[config.mk]
export PLATFORM = sky130hd
export DESIGN_NAME = bus_uart_responder
export DESIGN_NICKNAME = d
export VERILOG_FILES = /design/src/rtl/bus_uart_responder.sv
export SDC_FILE = /design/constraint.sdc
export NUM_CORES = 1
export LEC_CHECK = 0
export CORE_MARGIN = 1.5
export CORE_UTILIZATION = 57
export DETAILED_ROUTE_END_ITERATION = 7
export PLACE_DENSITY = 0.89
export SLEW_MARGIN = 20
export SYNTH_ARGS = -nofsm -noshare
export SYNTH_HDL_FRONTEND = slang
export SYNTH_SLANG_ARGS = --single-unit
[constraint.sdc]
create_clock -name clk_i -period 4.2 [get_ports clk_i]
set_input_delay 0.84 -clock clk_i [delete_from_list [all_inputs] [get_ports clk_i]]
set_output_delay 0.84 -clock clk_i [all_outputs]
set_load 0.02 [all_outputs]
[src/rtl/bus_uart_responder.sv]
// bus_uart_responder: memory-mapped UART with a TX FIFO and an RX holding register on the data bus
module bus_uart_responder #(
  parameter logic [31:0] BASE_ADDR   = 32'h1000_0000,
  parameter int          TX_DEPTH    = 8,
  parameter logic [15:0] DEFAULT_DIV = 16'd868
) (
  input  logic        clk_i,
  input  logic        rst_i,
  input  logic        enable_i,
  input  logic [3:0]  wstrb_i,
  input  logic [31:0] addr_i,
  input  logic [31:0] wvalue_i,
  output logic [31:0] rvalue_o,
  output logic        tx_o,
  input  logic        rx_i
);
  localparam int AW = $clog2(TX_DEPTH);
  typedef enum logic [1:0] {IDLE, START, DATA, STOP} state_t;
  state_t tx_st_q, tx_st_d, rx_st_q, rx_st_d;
  logic hit, wr, rd, push, full, empty, pop, pop_rx, w1c, deliver, ferr_set, load;
  logic [1:0] sel;
  logic [7:0] fifo_q [TX_DEPTH];
  logic [AW-1:0] wp_q, rp_q;
  logic [AW:0] cnt_q;
  logic [15:0] div_q, div_w;
  logic [15:0] tx_cnt_q, tx_cnt_d, tx_div_q, tx_div_d;
  logic [2:0] tx_bit_q, tx_bit_d;
  logic [7:0] tx_sh_q, tx_sh_d;
  logic [15:0] rx_cnt_q, rx_cnt_d, rx_div_q, rx_div_d;
  logic [2:0] rx_bit_q, rx_bit_d;
  logic [7:0] rx_sh_q, rx_sh_d, rx_byte_q;
  logic [2:0] sync_q;
  logic rx_valid_q, ovr_q, drop_q, ferr_q, tx_end, rx_end, rx_half, rxd, fell;
  logic [31:0] status, rdata;
  logic unused_bits;
  assign unused_bits = ^{addr_i[1:0], wvalue_i[31:16]};
  assign hit    = enable_i & (addr_i[31:4] == BASE_ADDR[31:4]);
  assign wr     = hit & |wstrb_i;
  assign rd     = hit & (wstrb_i == 4'd0);
  assign sel    = addr_i[3:2];
  assign full   = cnt_q == (AW+1)'(TX_DEPTH);
  assign empty  = cnt_q == '0;
  assign push   = wr & (sel == 2'd0) & wstrb_i[0];
  assign pop_rx = rd & (sel == 2'd0);
  assign w1c    = wr & (sel == 2'd1) & wstrb_i[0];
  assign load   = deliver & (~rx_valid_q | pop_rx);
  assign div_w  = {wstrb_i[1] ? wvalue_i[15:8] : div_q[15:8], wstrb_i[0] ? wvalue_i[7:0] : div_q[7:0]};
  assign status = {25'd0, ferr_q, drop_q, tx_st_q != IDLE, ovr_q, rx_valid_q, empty, full};
  assign rdata  = sel == 2'd0 ? {24'd0, rx_byte_q} : sel == 2'd1 ? status :
                  sel == 2'd2 ? {16'd0, div_q} : 32'd0;
  assign tx_o   = tx_st_q == START ? 1'b0 : tx_st_q == DATA ? tx_sh_q[0] : 1'b1;
  assign tx_end = tx_cnt_q == tx_div_q - 16'd1;
  assign rxd    = sync_q[1];
  assign fell   = sync_q[2] & ~sync_q[1];
  assign rx_end  = rx_cnt_q == rx_div_q - 16'd1;
  assign rx_half = rx_cnt_q == (rx_div_q >> 1) - 16'd1;
  always_comb begin
    tx_st_d  = tx_st_q;
    tx_cnt_d = tx_cnt_q + 16'd1;
    tx_bit_d = tx_bit_q;
    tx_sh_d  = tx_sh_q;
    tx_div_d = tx_div_q;
    pop      = 1'b0;
    case (tx_st_q)
      IDLE: begin
        tx_cnt_d = '0;
        pop      = ~empty;
        tx_st_d  = empty ? IDLE : START;
      end
      START: if (tx_end) begin
        tx_cnt_d = '0;
        tx_bit_d = '0;
        tx_st_d  = DATA;
      end
      DATA: if (tx_end) begin
        tx_cnt_d = '0;
        tx_sh_d  = tx_sh_q >> 1;
        tx_bit_d = tx_bit_q + 3'd1;
        tx_st_d  = tx_bit_q == 3'd7 ? STOP : DATA;
      end
      default: if (tx_end) begin
        tx_cnt_d = '0;
        pop      = ~empty;
        tx_st_d  = empty ? IDLE : START;
      end
    endcase
    // each frame runs at the divisor captured when its byte leaves the FIFO
    if (pop) begin
      tx_sh_d  = fifo_q[rp_q];
      tx_div_d = div_q;
    end
  end
  always_comb begin
    rx_st_d  = rx_st_q;
    rx_cnt_d = rx_cnt_q + 16'd1;
    rx_bit_d = rx_bit_q;
    rx_sh_d  = rx_sh_q;
    rx_div_d = rx_div_q;
    deliver  = 1'b0;
    ferr_set = 1'b0;
    case (rx_st_q)
      IDLE: begin
        rx_cnt_d = '0;
        rx_div_d = fell ? div_q : rx_div_q;
        rx_st_d  = fell ? START : IDLE;
      end
      START: if (rx_half) begin
        rx_cnt_d = '0;
        rx_bit_d = '0;
        rx_st_d  = rxd ? IDLE : DATA;
      end
      DATA: if (rx_end) begin
        rx_cnt_d = '0;
        rx_sh_d  = {rxd, rx_sh_q[7:1]};
        rx_bit_d = rx_bit_q + 3'd1;
        rx_st_d  = rx_bit_q == 3'd7 ? STOP : DATA;
      end
      default: if (rx_end) begin
        deliver  = rxd;
        ferr_set = ~rxd;
        rx_st_d  = IDLE;
      end
    endcase
  end
  always_ff @(posedge clk_i) if (push & ~full) fifo_q[wp_q] <= wvalue_i[7:0];
  always_ff @(posedge clk_i) begin
    if (rst_i) begin
      wp_q       <= '0;
      rp_q       <= '0;
      cnt_q      <= '0;
      div_q      <= DEFAULT_DIV;
      tx_st_q    <= IDLE;
      tx_cnt_q   <= '0;
      tx_bit_q   <= '0;
      tx_sh_q    <= '0;
      tx_div_q   <= DEFAULT_DIV;
      rx_st_q    <= IDLE;
      rx_cnt_q   <= '0;
      rx_bit_q   <= '0;
      rx_sh_q    <= '0;
      rx_div_q   <= DEFAULT_DIV;
      sync_q     <= 3'b111;
      rx_byte_q  <= '0;
      rx_valid_q <= 1'b0;
      ovr_q      <= 1'b0;
      drop_q     <= 1'b0;
      ferr_q     <= 1'b0;
      rvalue_o   <= '0;
    end else begin
      wp_q       <= wp_q + AW'(push & ~full);
      rp_q       <= rp_q + AW'(pop);
      cnt_q      <= cnt_q + (AW+1)'(push & ~full) - (AW+1)'(pop);
      if (wr & (sel == 2'd2) & |wstrb_i[1:0]) div_q <= div_w < 16'd4 ? 16'd4 : div_w;
      tx_st_q    <= tx_st_d;
      tx_cnt_q   <= tx_cnt_d;
      tx_bit_q   <= tx_bit_d;
      tx_sh_q    <= tx_sh_d;
      tx_div_q   <= tx_div_d;
      rx_st_q    <= rx_st_d;
      rx_cnt_q   <= rx_cnt_d;
      rx_bit_q   <= rx_bit_d;
      rx_sh_q    <= rx_sh_d;
      rx_div_q   <= rx_div_d;
      sync_q     <= {sync_q[1:0], rx_i};
      // a same-cycle DATA read frees the holding register before the new byte lands
      rx_byte_q  <= load ? rx_sh_q : rx_byte_q;
      rx_valid_q <= deliver | (rx_valid_q & ~pop_rx);
      ovr_q      <= (deliver & rx_valid_q & ~pop_rx) | (ovr_q & ~(w1c & wvalue_i[3]));
      drop_q     <= (push & full) | (drop_q & ~(w1c & wvalue_i[5]));
      ferr_q     <= ferr_set | (ferr_q & ~(w1c & wvalue_i[6]));
      rvalue_o   <= rd ? rdata : 32'd0;
    end
  end
endmodule
==> results of run 1 <==
-- final cells by class --
type / count / share of cell area, %
Clock buffer: 28 / 5.05
Clock inverter: 12 / 1.33
Inverter: 23 / 0.721
Multi-Input combinational cell: 739 / 42.7
Sequential cell: 211 / 40.7
Tap cell: 229 / 2.39
Timing Repair Buffer: 91 / 7.13
-- registers in the layout (all words and copies together) (netlist names), 8 cells and up --
signal	cells
rx_sh_q	8
tx_cnt_q	16
rx_cnt_q	16
tx_sh_q	8
rx_div_q	16
div_q	16
fifo_q	64
rvalue_o	16
tx_div_q	16
rx_byte_q	8
-- layer usage --
metal	GRT usage, %	vias up	share of wire (%)	routed length, um
met3	3.91	74	6.7	1590
met5	0	-	0	0
met2	42.5	355	48	11600
li1	-	3758	-	-
met1	31.8	3778	42	9990
met4	9.31	0	3.2	773
-- critical path: stages (launching register included) --
cell	delay, ps
dfxtp_1	400
inv_1	100
ha_1	260
or4b_1	530
or4_1	450
a211oi_2	230
nor2_1	100
nor4b_1	240
a21o_1	230
ha_1	240
inv_1	50
ha_1	150
inv_1	50
fa_1	370
xor2_1	160
nor2_1	50
-- power by group through the flow --
stage	Sequential [mW]	Combinational, mW	Clock (mW)
after floorplan	2.26	0.844	0
after global placement	2.33	0.926	0
after detailed placement	2.34	0.970	0
after CTS	2.30	0.983	2.05
after global routing	2.32	1.08	2.12
final	2.30	0.979	2.04
-- how the worst max path moves through the flow --
stage / startpoint / endpoint / cells after the start
final: tx_div_q[0] / cnt_q[2] / 15
after global routing: tx_div_q[0] / cnt_q[3] / 15
after global placement: addr_i[8] / cnt_q[2] / 13
after CTS: tx_div_q[0] / cnt_q[2] / 15
after floorplan: tx_div_q[0] / cnt_q[2] / 18
after detailed placement: addr_i[20] / cnt_q[2] / 13
-- synthesized netlist by cell type, types with 22 or more instances --
cell type | n | share of area (%)
a21oi_1 | 37 | 1.8
nor3_1 | 22 | 1.1
mux2i_1 | 62 | 6.0
ha_1 | 23 | 2.8
inv_1 | 22 | 0.79
xnor2_1 | 43 | 3.6
clkbuf_1 | 44 | 1.6
edfxtp_1 | 64 | 18
nand3_1 | 34 | 1.6
xor2_1 | 44 | 3.7
nor2b_1 | 22 | 1.3
nor2_1 | 137 | 4.9
dfxtp_1 | 147 | 28
nand2_1 | 71 | 2.6
-- logic make-up after synthesis --
group / Yosys count / share of synthesized area (%)
AO/OA/AOI/OAI: 134 / 8.89
buffers and inverters: 97 / 4.56
flip-flops: 211 / 46.8
multiplexers: 80 / 9.65
adder cells (fa/ha/maj): 24 / 2.96
XOR/XNOR: 87 / 7.33
other: 1 / 0.0361
AND/OR/NAND/NOR: 398 / 19.8
-- cell usage in the layout, fill, tap and decap left out, types with 5 or more instances in the layout --
master	synthesis	layout
a31oi_1	7	7
nand4_1	7	7
nor2b_1	22	22
nand2_1	71	71
or2_2	6	6
xor2_1	44	44
dfxtp_1	147	146
a21oi_1	37	37
nor3b_1	7	7
clkdlybuf4s50_1	0	69
conb_1	1	16
mux4_2	16	16
nor2_1	137	137
or4_1	7	7
nand3_1	34	34
a211o_1	5	5
inv_1	22	22
buf_4	20	21
or3_1	7	7
nor4_1	17	17
and2_1	12	12
xnor2_1	43	43
nor4b_1	6	6
nor3_1	22	22
edfxtp_1	64	64
nand2b_1	6	6
o21ai_0	19	19
ha_1	23	23
mux2i_1	62	62
and3_1	18	18
clkbuf_16	0	23
a211oi_1	20	20
-- stage by stage --
stage               utilization, %  hold slack [ps]  instances  worst slack, ps  total power, mW
floorplan                        -              389       1047              455             3.10
global placement              62.6              394       1293              372             3.26
detailed placement            62.6              404       1293              298             3.31
CTS                           66.9              419       1333              418             5.34
global route                  66.9              445       1333              198             5.52
finish                        66.9              416       1333              409             5.32
==> run metrics, run 1 <==
status completed; PD cells 444 nW/um2; Tcrit/Tclk final roughly nine tenths; CP max FO 8; root buffer cell clkbuf_16; peak supply drop 0.000335 V; hold path cells 1; Die Footprint roughly 19000 um2; Mapped Area 10400 um2; Sw Ratio 27.4%; cts hold-fix bufs 0; worst path required time between 4000 and 5000 ps; TritonCTS Buffers 22; top achievable clock speed 264 MHz; top_reg_cell synth dfxtp_1; CTS tree built; Die X 138 um; P&R area growth vs syn 15.1%; detailed placer's ending HPWL 16000 um; min-delay src sync_q[0]; final wirelength between 20000 and 25000 um; Iter 0 DRT Violations 709; post-CTS setup repair buffer count 0; synthesized instance count 1032; Worst R2R Setup Slack 410 ps; unrepaired setup endpoints after global routing no; Die H 138 um; Fill cells 1293; clock power share 38.3%; skew final 16.7 ps; final worst path period need 3790 ps; Post-CTS Resized 0; Syn Area/Cell 10.1 um2; Multi-input gate area between 5000 and 6000 um2; worst-margin pin slew between 800 and 900 ps; Post-synth EDFFs 64; drt drc 0; share of post-route cells with drive strength above 1 9.15%; number of nets in the layout about 1.2k; P_sw approximately 1.5 mW; Pint 3.86 mW; RR Endpoint cnt_q[2]; CP Data Arrival Time 4150 ps; number of synthesized register bits 211; first-pass GRT wire length 38900 um; FP Rows 49; final instance area 12000 um2; Slew headroom 41.0%; Pre-Repair DR Iteration Count 5; Clock Latency Late Sink 510 ps; reg-to-reg critical path startpoint tx_div_q[0]; n_diodes 0; worst hold path endpoint sync_q[1]; core area 17900 um2; vias per cell 5.98; GRT Total Usage 24.8%; pins over their slew limit 0; Routed Antenna Nets 0; Reg clk slew, reported paths 60 ps; final hold viol count 0; Initial Util 58.1%; Flop pwr share between 40% and 50%; largest net degree at the start of global routing 66; setup TNS 0 ps; CP endpoint kind register; via count around 8.0k; Async S/R FF share, synth 0%; Area after DPL 11200 um2; RD Place Congestion 0.914; FF+latch area 4870 um2; Crit Path Class register to register; # port buffers 70; # setup viols final 0; synth unique cells 77; WL/cell 18.0 um; max cap viols 0; I/O Pins 105; number of global-route vias before repair 7728; H-Tree Depth 1; startpoint types register; Seq/Total Area, Yosys 46.8%; Gate power share between 10% and 20%; initial antenna violation count 0; Leak between 4 and 5 nW; min-delay worst type register to register; grt ovf 0; clk buf depth 3; Worst R2R Path Depth 15; Sink Count about 210; Yosys warning total 0
(Power assumes the default switching activity.)
==> inputs of run 2 (changes only) <==
- CORE_UTILIZATION: 57 -> 64
- CTS_BUF_LIST: default -> sky130_fd_sc_hd__clkbuf_4 sky130_fd_sc_hd__clkbuf_8
- PLACE_DENSITY: 0.89 -> 0.95
- clock period: 4.2 -> 4.9 ns (I/O delays scaled with it)
==> run 2 against run 1 <==
Compared with the run above:
- clock power shrank 19%
- sequential share of layout area grew 0.47 points
- core utilization grew 7.6 points
- largest power group unchanged
==> run metrics, run 2 (synthesis results as in run 1) <==
Die H 130 um (-5.5%); met3 Resource Use GR 6.15% (+2.2 points); PD cells 380 nW/um2 (-14%); CP max FO 8 (unchanged); number of nets in the layout 1182 (-0.17%); Fill cells 1001 (-23%); Iter 0 DRT Violations 986 (+39%); CTS tree built; P&R area growth vs syn 13.8%; status completed; FP Rows 46 (-6.1%); Reg clk slew, reported paths 70 ps (about the same); Die X 130 um (-5.5%); max FFs per register 64 (unchanged); most frequent cells in the layout dfxtp_1, nor2_1, nand2_1; first-pass GRT wire length 39700 um (+2.1%); skew final 28.6 ps (+11.8 ps); Routed Antenna Nets 0 (unchanged); cts hold-fix bufs 0 (unchanged); crit path max-delay cell type or4b_1; Leak 4.14 nW (-1.2%); largest net degree at the start of global routing 86 (+30%); Slew headroom 35.9% (-5.2 points); post-CTS setup repair buffer count 0 (unchanged); root buffer cell clkbuf_8; M2 GR Usage 48.6% (+6.2 points); slowest stage delay, CP 540 ps (about the same); clk buf depth 3 (unchanged); drt drc 0 (unchanged); via count 8264 (+3.8%); H-Tree Depth 2 (+1); final wirelength 24800 um (+3.7%); setup TNS 0 ps (unchanged); final hold viol count 0 (unchanged); n_diodes 0 (unchanged); Tcrit/Tclk final 79.7% (-11 points); initial antenna violation count 0 (unchanged); worst path bufs/invs 3 (unchanged); Sink Count 211 (unchanged); RD Place Congestion 0.882 (-3.5%); # port buffers 70 (unchanged); Clock Latency Late Sink 520 ps (about the same); most common cell after layout, fill and taps aside dfxtp_1; delay-heaviest family, CP simple AND/OR/NAND/NOR gates; Crit Path Class register to register; top achievable clock speed 256 MHz (-3.0%); GRT Max-Usage Layer met2; vias per cell 6.23 (+4.3%); GRT met1 Usage 38.6% (+6.8 points); CP Data Arrival Time 4260 ps (+110 ps); TritonCTS Buffers 35 (+59%); # setup viols final 0 (unchanged); detailed placer's ending HPWL 16400 um (+2.2%); I/O Pins 105 (unchanged); CP endpoint kind register; worst path required time 5250 ps (+690 ps); Pre-Repair DR Iteration Count 5 (unchanged); share of post-route cells with drive strength above 1 9.91% (+0.76 points); number of global-route vias before repair 7899 (+2.2%); Top reg by flops fifo_q; min-delay worst type register to register; crit-path cells inv_1, ha_1, or4b_1, or4_1, and3_1, nor2_1, nor4b_1, a21o_1, ha_1, inv_1, ha_1, inv_1, fa_1, xor2_1, nor2_1; grt ovf 0 (unchanged); core area 15900 um2 (-11%); worst-margin pin slew 960 ps (+77.4 ps); peak supply drop 0.000287 V (-14%); WL/cell 18.7 um (+4.2%); Die Footprint 17000 um2 (-11%); unrepaired setup endpoints after global routing no; pins over their slew limit 0 (unchanged); GRT Total Usage 29.8% (+5.0 points); Initial Util 65.5% (+7.4 points); Min Hold Slack 409 ps (-7.05 ps); max cap viols 0 (unchanged); Post-CTS Resized 0 (unchanged); startpoint types register; final worst path period need 3910 ps (+116 ps)
[run 2: changes by cell type in the layout (fill, tap and decap cells not counted), sizes merged]
cell	previous run	this run
clkbuf	28	57
clkinvlp	2	1
bufinv	3	1
inv	24	23
clkinv	6	2
buf	22	7
[run 2: final timing paths]
path | start | endpoint | slack (ps) | depth (start not counted)
max | tx_div_q[0] | cnt_q[2] | 990 | 15
min | sync_q[0] | sync_q[1] | 410 | 1
max reg2reg | tx_div_q[0] | cnt_q[2] | 990 | 15
min reg2reg | sync_q[0] | sync_q[1] | 410 | 1
[run 2: layout make-up]
class	instances	area, um2	share of cell area, %
multi-input cells	739	5110	43.2
flip-flops and latches	211	4870	41.1
inverters	23	86.3	0.730
clock inverters	4	46.3	0.391
well taps	216	270	2.28
repair buffers	76	741	6.26
clock buffers	57	709	5.99
[run 2: through the flow]
| stage | setup slack, ps | std cells | util [%] | area (um2) | power [mW] |
|---|---|---|---|---|---|
| floorplan | 1160 | 1047 | - | 10500 | 2.66 |
| global placement | 723 | 1265 | 69.7 | 11100 | 2.79 |
| detailed placement | 569 | 1265 | 69.7 | 11100 | 2.85 |
| CTS | 1010 | 1326 | 74.5 | 11800 | 4.50 |
| global route | 708 | 1326 | 74.5 | 11800 | 4.67 |
| finish | 993 | 1326 | 74.5 | 11800 | 4.50 |
[run 2: metal layers]
| metal | vias to the layer above | share of wire [%] | wire [um] |
|---|---|---|---|
| met1 | 3910 | 40 | 9840 |
| li1 | 3749 | - | - |
| met4 | 0 | 3.7 | 924 |
| met2 | 520 | 48 | 11800 |
| met3 | 85 | 9.1 | 2250 |
| met5 | - | 0 | 0 |
[run 2: where the power goes]
part           internal [mW]  switching, mW
clock network          0.965          0.687
logic                  0.406          0.469
registers               1.87          0.110
==> inputs of run 3 (changes only) <==
- CORE_UTILIZATION: 64 -> 59
- PLACE_DENSITY: 0.95 -> 0.91
- clock period: 4.9 -> 3.6 ns (I/O delays scaled with it)
==> run 3 against run 2 <==
Compared with the run above:
- sequential power increased by 36%
- hold slack improved by 4.5 ps
- critical path depth down 1
- power increased by 43%
- core utilization fell by 2.3 points
- final area up 5.1%
- global-route usage decreased by 0.70 points
- first-iteration DRC count is 13% lower
- clock skew rose by 8.2 ps
- die area is 8.3% higher
- highest routed layer unchanged
==> run metrics, run 3 (synthesis results as in run 1) <==
PD cells 519 nW/um2 (+36%); Fill cells 1090 (+8.9%); share of post-route cells with drive strength above 1 16.5% (+6.6 points); peak supply drop 0.000367 V (+28%); Worst R2R Setup Slack 90 ps (-900 ps); worst-margin pin slew 941 ps (-18.3 ps); CP max FO 2 (-6); FF+latch area 4870 um2 (about the same); status completed; placed cells 1318 (+4.2%); final hold viol count 0 (unchanged); final wirelength 26900 um (+8.2%); Routed Antenna Nets 0 (unchanged); FP Rows 48 (+4.3%); min-delay worst type register to register; final worst path period need between 3000 and 4000 ps; n_diodes 0 (unchanged); P&R area growth vs syn 19.6%; Die H 136 um (+4.1%); CP endpoint kind register; skew final 36.7 ps (+8.19 ps); most frequent cells in the layout dfxtp_1, nor2_1, nand2_1; initial antenna violation count 0 (unchanged); RD Place Congestion 0.936 (+6.1%); max cap viols 0 (unchanged); Sink Count 211 (unchanged); GRT Total Usage 29.1% (-0.70 points); Clock Latency Late Sink 560 ps (+40 ps); drt drc 0 (unchanged); WL/cell 19.3 um (+3.3%); grt ovf 0 (unchanged); cts hold-fix bufs 0 (unchanged); via count 8415 (+1.8%); CTS tree built; Top reg by flops fifo_q; worst path required time 4030 ps (-1220 ps); Slew headroom 37.2% (+1.3 points); CP Data Arrival Time 4000 ps (-260 ps); # port buffers 70 (unchanged); Pre-Repair DR Iteration Count 7 (+2); Die Footprint 18400 um2 (+8.3%); Die X 136 um (+4.1%); root buffer cell clkbuf_8; Multi-input gate area 5260 um2 (+2.7%); first-pass GRT wire length 41600 um (+4.8%); Initial Util 60.3% (-5.1 points); largest net degree at the start of global routing 55 (-36%); Tcrit/Tclk final about 99%; vias per cell 6.05 (-2.9%); Reg clk slew, reported paths 60 ps (about the same); H-Tree Depth 2 (unchanged); most common cell after layout, fill and taps aside dfxtp_1; Crit Path Class input port to register; TritonCTS Buffers 36 (+2.9%); unrepaired setup endpoints after global routing yes; core area 17200 um2 (+8.5%); Finished Layout Cells 1390 (+4.8%); pins over their slew limit 0 (unchanged); I/O Pins 105 (unchanged); Overall Power 6.45 mW (+43%); Leak 4.46 nW (+7.7%); number of global-route vias before repair 8077 (+2.3%); clk buf depth 3 (unchanged); Iter 0 DRT Violations 859 (-13%); # setup viols final 0 (unchanged); top achievable clock speed 280 MHz; startpoint types input port; max FFs per register 64 (unchanged); detailed placer's ending HPWL 17100 um (+4.4%); post-layout util 72.2% (-2.3 points); number of nets in the layout 1236 (+4.6%)
[run 3: per-stage QoR]
step	area (um2)	TNS, ps	hold WS, ps	setup WS [ps]
2_1_floorplan	10500	0	389	4.29
3_3_place_gp	11500	0	393	4.35
3_5_place_dp	11500	-1370	403	-403
4_1_cts	12300	0	417	12.6
5_1_grt	12400	-250	436	-144
6_report	12400	0	413	30.2
[run 3: final timing paths]
path,start,endpoint,cells past startpoint
min reg2reg,sync_q[0],sync_q[1],1
min,sync_q[0],sync_q[1],1
max reg2reg,tx_div_q[1],cnt_q[3],15
max,addr_i[5],cnt_q[3],14
[run 3: power breakdown]
part           total, mW  internal, mW  switching (mW)
Sequential          2.70          2.54           0.156
Combinational       1.40         0.682           0.721
Clock               2.36          1.38           0.978
Total               6.45          4.60            1.85
[run 3: layout make-up]
cell class              count  area share (%)
multi-input cells         739            42.2
flip-flops and latches    211            39.1
repair buffers            129            9.31
clock buffers              58            5.61
well taps                 225            2.26
inverters                  23           0.714
clock inverters             5           0.704
[run 3: routing by layer]
metal | vias to the layer above | wire [um] | track usage, %
met4 | 0 | 1230 | 14.9
li1 | 3853 | - | -
met2 | 441 | 12900 | 48.2
met3 | 102 | 2280 | 4.75
met5 | - | 0 | 0
met1 | 4019 | 10500 | 37.0
[run 3: what timing repair did]
action | CTS | global route
pin swaps | 9 | 14
buffers inserted | 6 | 3
endpoints found under the setup margin | 3 | 5
gates resized for setup | 14 | 13
[run 3: worst max-delay path, stage by stage]
cell and delay [ps]:
clkdlybuf4s50_1 410, nor4_1 290, nand4_1 280, nor4b_2 550, nor3b_1 420, inv_1 150
ha_4 310, inv_4 40, ha_4 160, buf_4 130, a21o_1 170, a21oi_2 180
xnor2_1 140, nor2_1 60
